$ cat src/rtl/fpu_pkg.sv
// Shared definitions for the fpu coprocessor: opcodes, FSM states,
// register map and IEEE-754 special-value constants.
package pa_fpu;

  typedef enum logic [7:0] {
    op_add  = 8'h00,
    op_sub  = 8'h01,
    op_mul  = 8'h02,
    op_log2 = 8'h03
  } e_fpu_op;

  typedef enum logic [2:0] {
    ST_IDLE,
    ST_UNPACK,
    ST_EXEC,
    ST_NORM,
    ST_ROUND,
    ST_DONE
  } e_fpu_state;

  localparam logic [3:0] ADDR_OPCODE = 4'h8;
  localparam logic [3:0] ADDR_START  = 4'h9;
  localparam logic [3:0] ADDR_STATUS = 4'hD;

  localparam logic [31:0] QNAN = 32'h7FC0_0000;
  localparam logic [31:0] INF  = 32'h7F80_0000;

  typedef struct packed {
    logic        sign;
    logic [7:0]  exp;
    logic [23:0] man;
  } t_fpu_unpacked;

endpackage

$ cat src/rtl/fpu_core.sv
// Staged single-precision datapath: each FSM state advances one stage
// (unpack, exec, normalise); the rounded result is combinational in ROUND.
module fpu_core
  import pa_fpu::*;
(
  input  logic        clk,
  input  logic        arst,
  input  e_fpu_state  state,
  input  logic [31:0] op_a,
  input  logic [31:0] op_b,
  input  logic [7:0]  opcode,
  output logic [31:0] result
);

  t_fpu_unpacked ua_d, ua_q, ub_d, ub_q, big;
  logic        spec_d, spec_q;
  logic [31:0] spec_val_d, spec_val_q;
  logic        za, zb, ia, ib, na, nb;

  logic        a_big;
  logic [7:0]  sml_exp, diff, lg_diff, lg_mag;
  logic [23:0] sml_man;
  logic [4:0]  shamt, lz;
  logic [49:0] wide;
  logic [26:0] aligned;
  logic [47:0] prod;

  logic               x_sign_d, x_sign_q, x_zsign_d, x_zsign_q;
  logic signed [9:0]  x_exp_d, x_exp_q;
  logic [27:0]        x_raw_d, x_raw_q;

  logic               n_sign_d, n_sign_q, n_zero_d, n_zero_q;
  logic signed [9:0]  n_exp_d, n_exp_q;
  logic [26:0]        n_man_d, n_man_q;

  logic               round_up;
  logic [24:0]        r_man;
  logic signed [9:0]  r_exp;

  always_comb begin
    za = (op_a[30:23] == 8'h00);
    zb = (op_b[30:23] == 8'h00);
    ia = (op_a[30:0] == INF[30:0]);
    ib = (op_b[30:0] == INF[30:0]);
    na = (op_a[30:23] == 8'hFF) && (op_a[22:0] != '0);
    nb = (op_b[30:23] == 8'hFF) && (op_b[22:0] != '0);
    // Denormal operands collapse to signed zero; B's sign is pre-flipped for sub.
    ua_d = '{sign: op_a[31], exp: op_a[30:23], man: za ? 24'h0 : {1'b1, op_a[22:0]}};
    ub_d = '{sign: op_b[31] ^ (opcode == op_sub), exp: op_b[30:23],
             man: zb ? 24'h0 : {1'b1, op_b[22:0]}};
    spec_d     = 1'b0;
    spec_val_d = QNAN;
    case (opcode)
      op_add, op_sub: begin
        if (na || nb) begin
          spec_d = 1'b1;
        end else if (ia && ib) begin
          spec_d = 1'b1;
          if (ua_d.sign == ub_d.sign) spec_val_d = {ua_d.sign, INF[30:0]};
        end else if (ia || ib) begin
          spec_d     = 1'b1;
          spec_val_d = {ia ? ua_d.sign : ub_d.sign, INF[30:0]};
        end
      end
      op_mul: begin
        if (na || nb || ((ia || ib) && (za || zb))) begin
          spec_d = 1'b1;
        end else if (ia || ib) begin
          spec_d     = 1'b1;
          spec_val_d = {op_a[31] ^ op_b[31], INF[30:0]};
        end else if (za || zb) begin
          spec_d     = 1'b1;
          spec_val_d = {op_a[31] ^ op_b[31], 31'h0};
        end
      end
      op_log2: begin
        spec_d = (op_a[30:23] == 8'hFF) || za || op_a[31];
        if (za)                  spec_val_d = {1'b1, INF[30:0]};
        else if (ia && !op_a[31]) spec_val_d = INF;
      end
      default: spec_d = 1'b1;
    endcase
  end

  always_comb begin
    a_big   = {ua_q.exp, ua_q.man} >= {ub_q.exp, ub_q.man};
    big     = a_big ? ua_q : ub_q;
    sml_exp = a_big ? ub_q.exp : ua_q.exp;
    sml_man = a_big ? ub_q.man : ua_q.man;
    diff    = big.exp - sml_exp;
    // Beyond 26 places the smaller operand only contributes to sticky.
    shamt   = (diff > 8'd26) ? 5'd26 : diff[4:0];
    wide    = {sml_man, 26'h0} >> shamt;
    aligned = {wide[49:24], |wide[23:0]};
    prod    = ua_q.man * ub_q.man;
    lg_diff = ua_q.exp - 8'd127;
    lg_mag  = lg_diff[7] ? (~lg_diff + 8'd1) : lg_diff;
    x_zsign_d = 1'b0;
    case (opcode)
      op_mul: begin
        x_sign_d = ua_q.sign ^ ub_q.sign;
        x_exp_d  = {2'b0, ua_q.exp} + {2'b0, ub_q.exp} - 10'd127;
        x_raw_d  = {prod[47:21], |prod[20:0]};
      end
      op_log2: begin
        x_sign_d = lg_diff[7];
        x_exp_d  = 10'sd153;
        x_raw_d  = {21'h0, lg_mag[6:0]};
      end
      default: begin
        x_sign_d  = big.sign;
        x_zsign_d = ua_q.sign & ub_q.sign;
        x_exp_d   = {2'b0, big.exp};
        x_raw_d   = (ua_q.sign == ub_q.sign) ? {1'b0, big.man, 3'b000} + {1'b0, aligned}
                                             : {1'b0, big.man, 3'b000} - {1'b0, aligned};
      end
    endcase
  end

  always_comb begin
    lz = '0;
    for (int unsigned i = 0; i < 27; i++) begin
      if (x_raw_q[i]) lz = 5'(26 - i);
    end
    n_zero_d = (x_raw_q == '0);
    n_sign_d = n_zero_d ? x_zsign_q : x_sign_q;
    if (x_raw_q[27]) begin
      n_man_d = {x_raw_q[27:2], x_raw_q[1] | x_raw_q[0]};
      n_exp_d = x_exp_q + 10'sd1;
    end else begin
      n_man_d = x_raw_q[26:0] << lz;
      n_exp_d = x_exp_q - {5'b0, lz};
    end
  end

  always_comb begin
    round_up = n_man_q[2] & (n_man_q[1] | n_man_q[0] | n_man_q[3]);
    r_man    = {1'b0, n_man_q[26:3]} + {24'h0, round_up};
    r_exp    = n_exp_q + {9'h0, r_man[24]};
    if (spec_q)                          result = spec_val_q;
    else if (n_zero_q || r_exp <= 10'sd0) result = {n_sign_q, 31'h0};
    else if (r_exp >= 10'sd255)          result = {n_sign_q, INF[30:0]};
    else                                 result = {n_sign_q, r_exp[7:0], r_man[22:0]};
  end

  always_ff @(posedge clk or negedge arst) begin
    if (!arst) begin
      ua_q <= '0; ub_q <= '0; spec_q <= 1'b0; spec_val_q <= '0;
      x_sign_q <= 1'b0; x_zsign_q <= 1'b0; x_exp_q <= '0; x_raw_q <= '0;
      n_sign_q <= 1'b0; n_zero_q <= 1'b0; n_exp_q <= '0; n_man_q <= '0;
    end else begin
      if (state == ST_UNPACK) begin
        ua_q <= ua_d; ub_q <= ub_d; spec_q <= spec_d; spec_val_q <= spec_val_d;
      end
      if (state == ST_EXEC) begin
        x_sign_q <= x_sign_d; x_zsign_q <= x_zsign_d; x_exp_q <= x_exp_d; x_raw_q <= x_raw_d;
      end
      if (state == ST_NORM) begin
        n_sign_q <= n_sign_d; n_zero_q <= n_zero_d; n_exp_q <= n_exp_d; n_man_q <= n_man_d;
      end
    end
  end

endmodule

$ cat src/rtl/fpu.sv
// Memory-mapped FPU coprocessor: 8-bit bus decode, operand/opcode/result
// registers and the command FSM around fpu_core.
module fpu
  import pa_fpu::*;
(
  input  logic       clk,
  input  logic       arst,
  input  logic [7:0] databus_in,
  output logic [7:0] databus_out,
  input  logic [3:0] addr,
  input  logic       cs,
  input  logic       rd,
  input  logic       wr,
  input  logic       end_ack,
  output logic       cmd_end,
  output logic       busy
);

  e_fpu_state  state_d, state_q;
  logic [31:0] a_d, a_q, b_d, b_q, result_d, result_q, core_result;
  logic [7:0]  opcode_d, opcode_q;
  logic        wr_d, wr_q, we, idle;
  logic [1:0]  rsel;

  fpu_core u_core (
    .clk    (clk),
    .arst   (arst),
    .state  (state_q),
    .op_a   (a_q),
    .op_b   (b_q),
    .opcode (opcode_q),
    .result (core_result)
  );

  always_comb begin
    wr_d     = wr;
    // One write per strobe: only the first low sample after a high one counts.
    we       = !cs && !wr && wr_q;
    idle     = (state_q == ST_IDLE);
    a_d      = a_q;
    b_d      = b_q;
    opcode_d = opcode_q;
    state_d  = state_q;
    if (we && idle) begin
      if (addr[3:2] == 2'b00) a_d[{addr[1:0], 3'b000} +: 8] = databus_in;
      if (addr[3:2] == 2'b01) b_d[{addr[1:0], 3'b000} +: 8] = databus_in;
      if (addr == ADDR_OPCODE) opcode_d = databus_in;
    end
    case (state_q)
      ST_IDLE:   if (we && addr == ADDR_START) state_d = ST_UNPACK;
      ST_UNPACK: state_d = ST_EXEC;
      ST_EXEC:   state_d = ST_NORM;
      ST_NORM:   state_d = ST_ROUND;
      ST_ROUND:  state_d = ST_DONE;
      ST_DONE:   if (end_ack) state_d = ST_IDLE;
      default:   state_d = ST_IDLE;
    endcase
    result_d = (state_q == ST_ROUND) ? core_result : result_q;
  end

  always_comb begin
    busy        = (state_q == ST_UNPACK) || (state_q == ST_EXEC) ||
                  (state_q == ST_NORM) || (state_q == ST_ROUND);
    cmd_end     = (state_q == ST_DONE);
    rsel        = addr[1:0] - 2'd1;
    databus_out = '0;
    if (!cs && !rd) begin
      case (addr)
        4'h0, 4'h1, 4'h2, 4'h3: databus_out = a_q[{addr[1:0], 3'b000} +: 8];
        4'h4, 4'h5, 4'h6, 4'h7: databus_out = b_q[{addr[1:0], 3'b000} +: 8];
        ADDR_OPCODE:            databus_out = opcode_q;
        4'h9, 4'hA, 4'hB, 4'hC: databus_out = result_q[{rsel, 3'b000} +: 8];
        ADDR_STATUS:            databus_out = {6'b0, busy, cmd_end};
        default:                databus_out = '0;
      endcase
    end
  end

  always_ff @(posedge clk or negedge arst) begin
    if (!arst) begin
      state_q  <= ST_IDLE;
      a_q      <= '0;
      b_q      <= '0;
      opcode_q <= '0;
      result_q <= '0;
      wr_q     <= 1'b1;
    end else begin
      state_q  <= state_d;
      a_q      <= a_d;
      b_q      <= b_d;
      opcode_q <= opcode_d;
      result_q <= result_d;
      wr_q     <= wr_d;
    end
  end

endmodule

$ cat config.mk
export PLATFORM = sky130hd
export DESIGN_NAME = fpu
export DESIGN_NICKNAME = d
export VERILOG_FILES = /design/src/rtl/fpu_pkg.sv /design/src/rtl/fpu_core.sv /design/src/rtl/fpu.sv
export SDC_FILE = /design/constraint.sdc
export NUM_CORES = 2
export LEC_CHECK = 0
export ABC_AREA = 1
export BUFFER_PORTS_ARGS = -buffer_cell sky130_fd_sc_hd__clkbuf_2
export CAP_MARGIN = 10
export CORE_ASPECT_RATIO = 0.5
export CORE_UTILIZATION = 55
export DETAILED_ROUTE_END_ITERATION = 16
export GPL_TIMING_DRIVEN = 1
export PLACE_DENSITY = 0.74
export REMOVE_ABC_BUFFERS = 1
export SETUP_SLACK_MARGIN = 0.1
export SYNTH_ARGS = -nofsm -noshare
export SYNTH_HDL_FRONTEND = slang
export SYNTH_HIERARCHICAL = 1
export SYNTH_SLANG_ARGS = --single-unit
$ cat constraint.sdc
create_clock -name clk -period 8.2 [get_ports clk]
set_input_delay 0.41 -clock clk [delete_from_list [all_inputs] [get_ports clk]]
set_output_delay 0.41 -clock clk [all_outputs]
set_load 0.02 [all_outputs]
# Word-level counts from Yosys, hierarchy flattened
# Index checks and enable logic that the tools add are counted.
word_totals:
  ff_bits: 286
  in_bits: 18
op_classes:
  shifts: 7
  n_reduce_logical: 44
  addsub: 13
  mux: 70
  eq_ne: 30
  n_mul: 1
  bitwise: 9
  magnitude_cmp: 4
ops:
  columns: ["operator", "n"]
  rows:
  - ["$mux W32", 9]
  - ["$mux W5", 28]
  - ["$pmux W32 S3", 1]
  - ["$shiftx A32 B6 Y8", 3]
  - ["$mux W24", 3]
  - ["$bwmux W32", 2]
  - ["$eq A31 B31 Y1 const B", 2]
  - ["$mux W31", 2]
  - ["$pmux W28 S2", 1]
  - ["$shr A50 B5 Y50", 1]
  - ["$mul A24 B24 Y48", 1]
  - ["$reduce_bool A23 Y1", 2]
  - ["$pmux W8 S5", 1]
  - ["$mux W33", 1]
  - ["$ge A32 B32 Y1", 1]
  - ["$shift A8 B7 Y32 const A", 1]
  - ["$shiftx A8 B7 Y32", 1]
  - ["$add A27 B27 Y28", 1]
  - ["$logic_not A28 Y1", 1]
  - ["$mux W28", 1]
  - ["$sub A27 B27 Y28", 1]
  - ["$mux W27", 1]
  - ["$shl A27 B5 Y27", 1]
  - ["$add A24 B1 Y25", 1]
  - ["other kinds (53)", 111]

# Depth between registers and ports, before layout
logic_depth:
  word_depth: 29
  ltp_mapped: 63

# Hierarchy
# The synthesis kept the hierarchy.
modules_own_cells:
  columns: ["module", "cells_each", "instances", "area_each_um2"]
  rows:
  - ["fpu_core", 4978, 1, 34823.4]
  - ["fpu", 676, 1, 5713.0]

# Worst setup path after synthesis
# OpenSTA, ideal clock, no wires.
synth_timing:
  path_type: "register -> register"
  startpoint: "reg u_core/ua_q[16] (netlist name)"
  endpoint: "reg u_core.x_raw_q[24]"
  period_less_slack_ns: 7.487
  arrival_ns: 7.410
  setup_time_ns: 0.078
  t_required_ns: 8.122
  stages_incl_launch_ff: 41
  setup_slack_ns: 0.713
  cell_sequence: "dfrtp_1 -> clkbuf_1 -> clkbuf_1 -> nand2_1 -> fa_1 -> inv_1 -> fa_1 -> fa_1 -> inv_1 -> fa_1 -> inv_1 -> fa_1 -> inv_1 -> fa_1 -> inv_1 -> fa_1 -> ha_1 -> nand2_1 -> [5 not listed] -> nand3_1 -> nand2_1 -> nand3_1 -> nand2_1 -> inv_1 -> o21ai_0 -> inv_1 -> o21ai_0 -> nand2_1 -> nand2_1 -> nand2_1 -> nand2_1 -> nand4_1 -> o211ai_1 -> nor2_1 -> o21ai_0 -> inv_1 -> a21boi_1"
synth_between:
  elab_chain_cells: 10
  elab_cells_between_ends: 14
  cone_classes: "add/sub (3); mul (1); order compare (2); shift (1); mux (6); reduce/logical (1)"
synth_lines:
  columns: ["item", "line_no", "text"]
  rows:
  - ["start, declared", "fpu_core.sv:15", "t_fpu_unpacked ua_d, ua_q, ub_d, ub_q, big;"]
  - ["start signal, assigned", "fpu_core.sv:153", "ua_q <= ua_d; ub_q <= ub_d; spec_q <= spec_d; spec_val_q <= spec_val_d;"]
  - ["$ge A32 B32 Y1", "fpu_core.sv:86", "a_big = {ua_q.exp, ua_q.man} >= {ub_q.exp, ub_q.man};"]
  - ["$mux W33 or $mux W8 (tied branches)", "fpu_core.sv:87, fpu_core.sv:88", null]
  - ["$sub A8 B8 Y8", "fpu_core.sv:90", "diff = big.exp - sml_exp;"]
  - ["$gt A8 B5 Y1", "fpu_core.sv:92", "shamt = (diff > 8'd26) ? 5'd26 : diff[4:0];"]
  - ["$mux W5", "fpu_core.sv:92", null]
  - ["$shr A50 B5 Y50", "fpu_core.sv:93", "wide = {sml_man, 26'h0} >> shamt;"]
  - ["$reduce_or A24 Y1", "fpu_core.sv:94", "aligned = {wide[49:24], |wide[23:0]};"]
  - ["$sub A27 B27 Y28 or $add A27 B27 Y28 (tied branches)", "fpu_core.sv:115, fpu_core.sv:114", null]
  - ["$mux W28", "fpu_core.sv:114", "x_raw_d = (ua_q.sign == ub_q.sign) ? {1'b0, big.man, 3'b000} + {1'b0, aligned}"]
  - ["$pmux W28 S2 (*)", "fpu_core.sv:99", "case (opcode)"]
  - ["end signal, assigned", "fpu_core.sv:156", "x_sign_q <= x_sign_d; x_zsign_q <= x_zsign_d; x_exp_q <= x_exp_d; x_raw_q <= x_raw_d;"]
  - ["end, declared", "fpu_core.sv:30", "logic [27:0] x_raw_d, x_raw_q;"]
# Mark *: on every way between the ends. The rest lies on a longest branch, timed or not.
# A chain may end at the register's enable or synchronous reset.

# Final worst setup path
layout_timing:
  startpoint: "reg u_core/ua_q[9] (netlist name)"
  endpoint: "reg u_core.x_raw_q[23]"
# The elaborated chain is that of the path after synthesis.

==> run metrics <==
critical path endpoint category=flip-flop; Bufs and invs on worst path=12; #FFs+latches synth=257; global-route wire length before repair=between 200 and 250 mm; r2r setup slk=0.45 ns; R2R cell count=just over 40; Root Buffer=clkbuf_16; Critical Path End=u_core/x_raw_q[23]; Vias=~38,000; reg2reg start=u_core/ua_q[9]; Top FF cell, synth=dfrtp_1; Worst setup SP type=flip-flop; CTS sink count=257; Longest Clk Path Bufs=3; post-route cell area=between 0.04 and 0.05 mm²; Hold/Removal Path Class=in -> reg; cell family with most CP delay=adder cells; final core utilization=0.618; synth warn=6; H-tree depth=1; Clock Latency Late Sink=between 0.6 and 0.7 ns; DR iter-0 viols=between 4,000 and 5,000; Reg clk slew, reported paths=~0.07 ns; die width=between 300 and 400 µm; Mapped Avg Cell Area=a little over 7 µm²; CP arrival=8.29 ns; CP Depth=41; slowest CP cell=fa_1; Reg-to-Reg End=u_core/x_raw_q[23]; Hold Startpoint=end_ack; Post-synth EDFFs=0; Die ar.=roughly 0.075 mm²; final setup TNS=0 ns; max cap viols=0; TritonCTS clock tree=built; largest net degree at the start of global routing=~150; Yosys top cell area share=0.240; WL/cell=between 20 and 25 µm; Placement Setup Slack=-0.305 ns; Setup Viol. Count Final=0; Clock Skews=just under 0.03 ns; vias in the first global route=37,900; Max FO, Critical Path=6; Slew @ Worst Pin=approximately 1.3 ns; period utilization=0.945; DRC Markers=0; I/O Pins=28; RSZ-0062 raised after global routing=false; Final Hold Vio Count=0; nets=6,548; status=completed; Post-Syn Instances=5,654; Yosys top cell by area=fa_1; Initial Utilization=0.564; ANT nets after route=0; initial antenna violation count=2; Core Rows=69; Yosys cell types=68; drt pass-1 iters=9; Worst setup startpoint=u_core/ua_q[9]; Max Freq=approximately 0.13 GHz; Synth Cell Area=between 0.04 and 0.05 mm²; vias per cell=5.71; critical path type=reg -> reg; Slew Limit Headroom=0.0978; Routed WL=136 mm; core box area=about 0.072 mm²; Area growth, synth to finish=9.56%; Worst path max stage delay=0.54 ns; dpl hpwl=110 mm; layout cells sized above 1=0.0970; Num CTS Buffers=29; Fillers=~6,600; GRT Total Usage=0.368; post-synthesis async set-or-reset flop share=1.00; top post-synthesis cells by area=fa_1, dfrtp_1, nand2_1; Slew Limit Fails=0; Port Buf Inserts=27; chip height=between 150 and 200 µm; WP data required=between 8 and 9 ns; final worst-path setup slack=~0.45 ns; sequential area share after synthesis=0.159; gpl congestion=0.989; dpl cell area=between 0.04 and 0.05 mm²; Tmin final=a little under 8 ns; grt total ovfl=0
[cells in the mapped netlist (5+ instances only)]
library cell and instances:
a211oi_1 6, a21oi_1 203, a221oi_1 6, a22oi_1 24, a31oi_1 15, a32oi_1 5, buf_1 5, buf_2 36
buf_4 5, buf_6 12, clkbuf_1 227, clkinv_1 8, dfrtp_1 256, fa_1 485, ha_1 315, inv_1 1173
inv_2 13, mux2_2 32, mux2i_1 7, nand2_1 1424, nand2_2 14, nand2_4 6, nand3_1 336, nand3_2 5
nand4_1 51, nor2_1 276, nor2_4 11, nor3_1 67, nor4_1 21, o2111ai_1 5, o211ai_1 21, o21a_1 17
o21ai_0 360, o21ai_1 30, o21bai_1 12, o221ai_1 8, o22ai_1 33, o31ai_1 7, or2_2 11, xnor2_1 15
xor2_1 38
[cells by family (layout without fill, tap and decap cells)]
| family | Yosys count | count (layout) | share of synthesized area |
|---|---|---|---|
| AND/OR/NAND/NOR | 2241 | 2241 | 0.233 |
| buffers and inverters | 1481 | 1579 | 0.141 |
| AO/OA/AOI/OAI | 783 | 783 | 0.108 |
| multiplexers | 39 | 39 | 0.0106 |
| flip-flops | 257 | 257 | 0.159 |
| other | 0 | 3 | 0 |
| adder cells (fa/ha/maj) | 800 | 800 | 0.337 |
| XOR/XNOR | 53 | 53 | 0.0115 |
[stage by stage]
step | hold WS [ns] | cells
3_5_place_dp | 0.473 | 6638
4_1_cts | 0.0624 | 6693
3_3_place_gp | 0.472 | 6638
5_1_grt | 0.0945 | 6710
2_1_floorplan | 0.114 | 5369
6_report | 0.0869 | 6713
[area by class of cell]
| cell class | count | area, µm² | area share |
|---|---|---|---|
| diodes | 3 | 7.51 | 0.000169 |
| clock buffers | 36 | 802 | 0.0181 |
| clock inverters | 17 | 199 | 0.00448 |
| inverters | 1196 | 4490 | 0.101 |
| multi-input cells | 3916 | 28600 | 0.644 |
| flip-flops and latches | 257 | 6460 | 0.146 |
| well taps | 958 | 1200 | 0.0270 |
| repair buffers | 330 | 2630 | 0.0592 |
[flip-flops by register name, summed over array words and instances (netlist names), 10 cells and up]
| register | cells |
|---|---|
| u_core/n_man_q | 27 |
| a_q | 32 |
| u_core/n_exp_q | 10 |
| u_core/x_raw_q | 28 |
| result_q | 32 |
| u_core/x_exp_q | 10 |
| b_q | 32 |
| u_core/ua_q | 33 |
| u_core/ub_q | 33 |
[worst register-to-register path, delay by kind of cell, from the launching register on]
family | cells | cell delay (ns)
AOI/OAI and AO/OA | 13 | 1.96
DFF | 1 | 0.46
adders and majority gates | 8 | 3.49
and+or+nand+nor | 8 | 0.74
buffers and inverters | 12 | 1.02
[how the worst min path moves through the flow]
| stage | endpoint | depth (start not counted) |
|---|---|---|
| 2_1_floorplan | a_q[0] | 0 |
| 3_3_place_gp | u_core/n_man_q[1] | 2 |
| 3_5_place_dp | u_core/x_zsign_q | 2 |
| 4_1_cts | state_q[2] | 4 |
| 5_1_grt | state_q[2] | 4 |
| 6_report | state_q[2] | 4 |
[per-layer routing]
layer	wire, µm	vias up	GRT usage	part of all wire
met4	3940	0	0.0968	0.029
met2	57200	1899	0.541	0.42
met5	0	-	0	0
met1	59800	18600	0.544	0.44
met3	15300	276	0.0846	0.11
li1	-	17600	-	-
[cell usage in the layout, fill, tap and decap left out, drive strengths merged, types with 11 or more instances in the layout]
cell	instances
nand2	1444
inv	1191
fa	485
o21ai	390
nand3	341
ha	315
buf	302
nor2	294
dfrtp	256
a21oi	207
nor3	68
clkbuf	62
nand4	52
xor2	38
o22ai	33
mux2	32
a22oi	24
o211ai	22
nor4	21
o21a	17
xnor2	15
a31oi	15
clkinv	15
o21bai	12
or2	11
[what timing repair did]
action,4_1_cts,5_1_grt
endpoints found under the hold margin,106,0
gates resized for setup,9,100
pin swaps,0,11
hold buffers,2,0
setup buffers,0,17
setup endpoints to repair,8,15
Power is left out: the tool's default activity adds up to more than one toggle a clock period on the data nets, which glitch-free logic cannot reach.
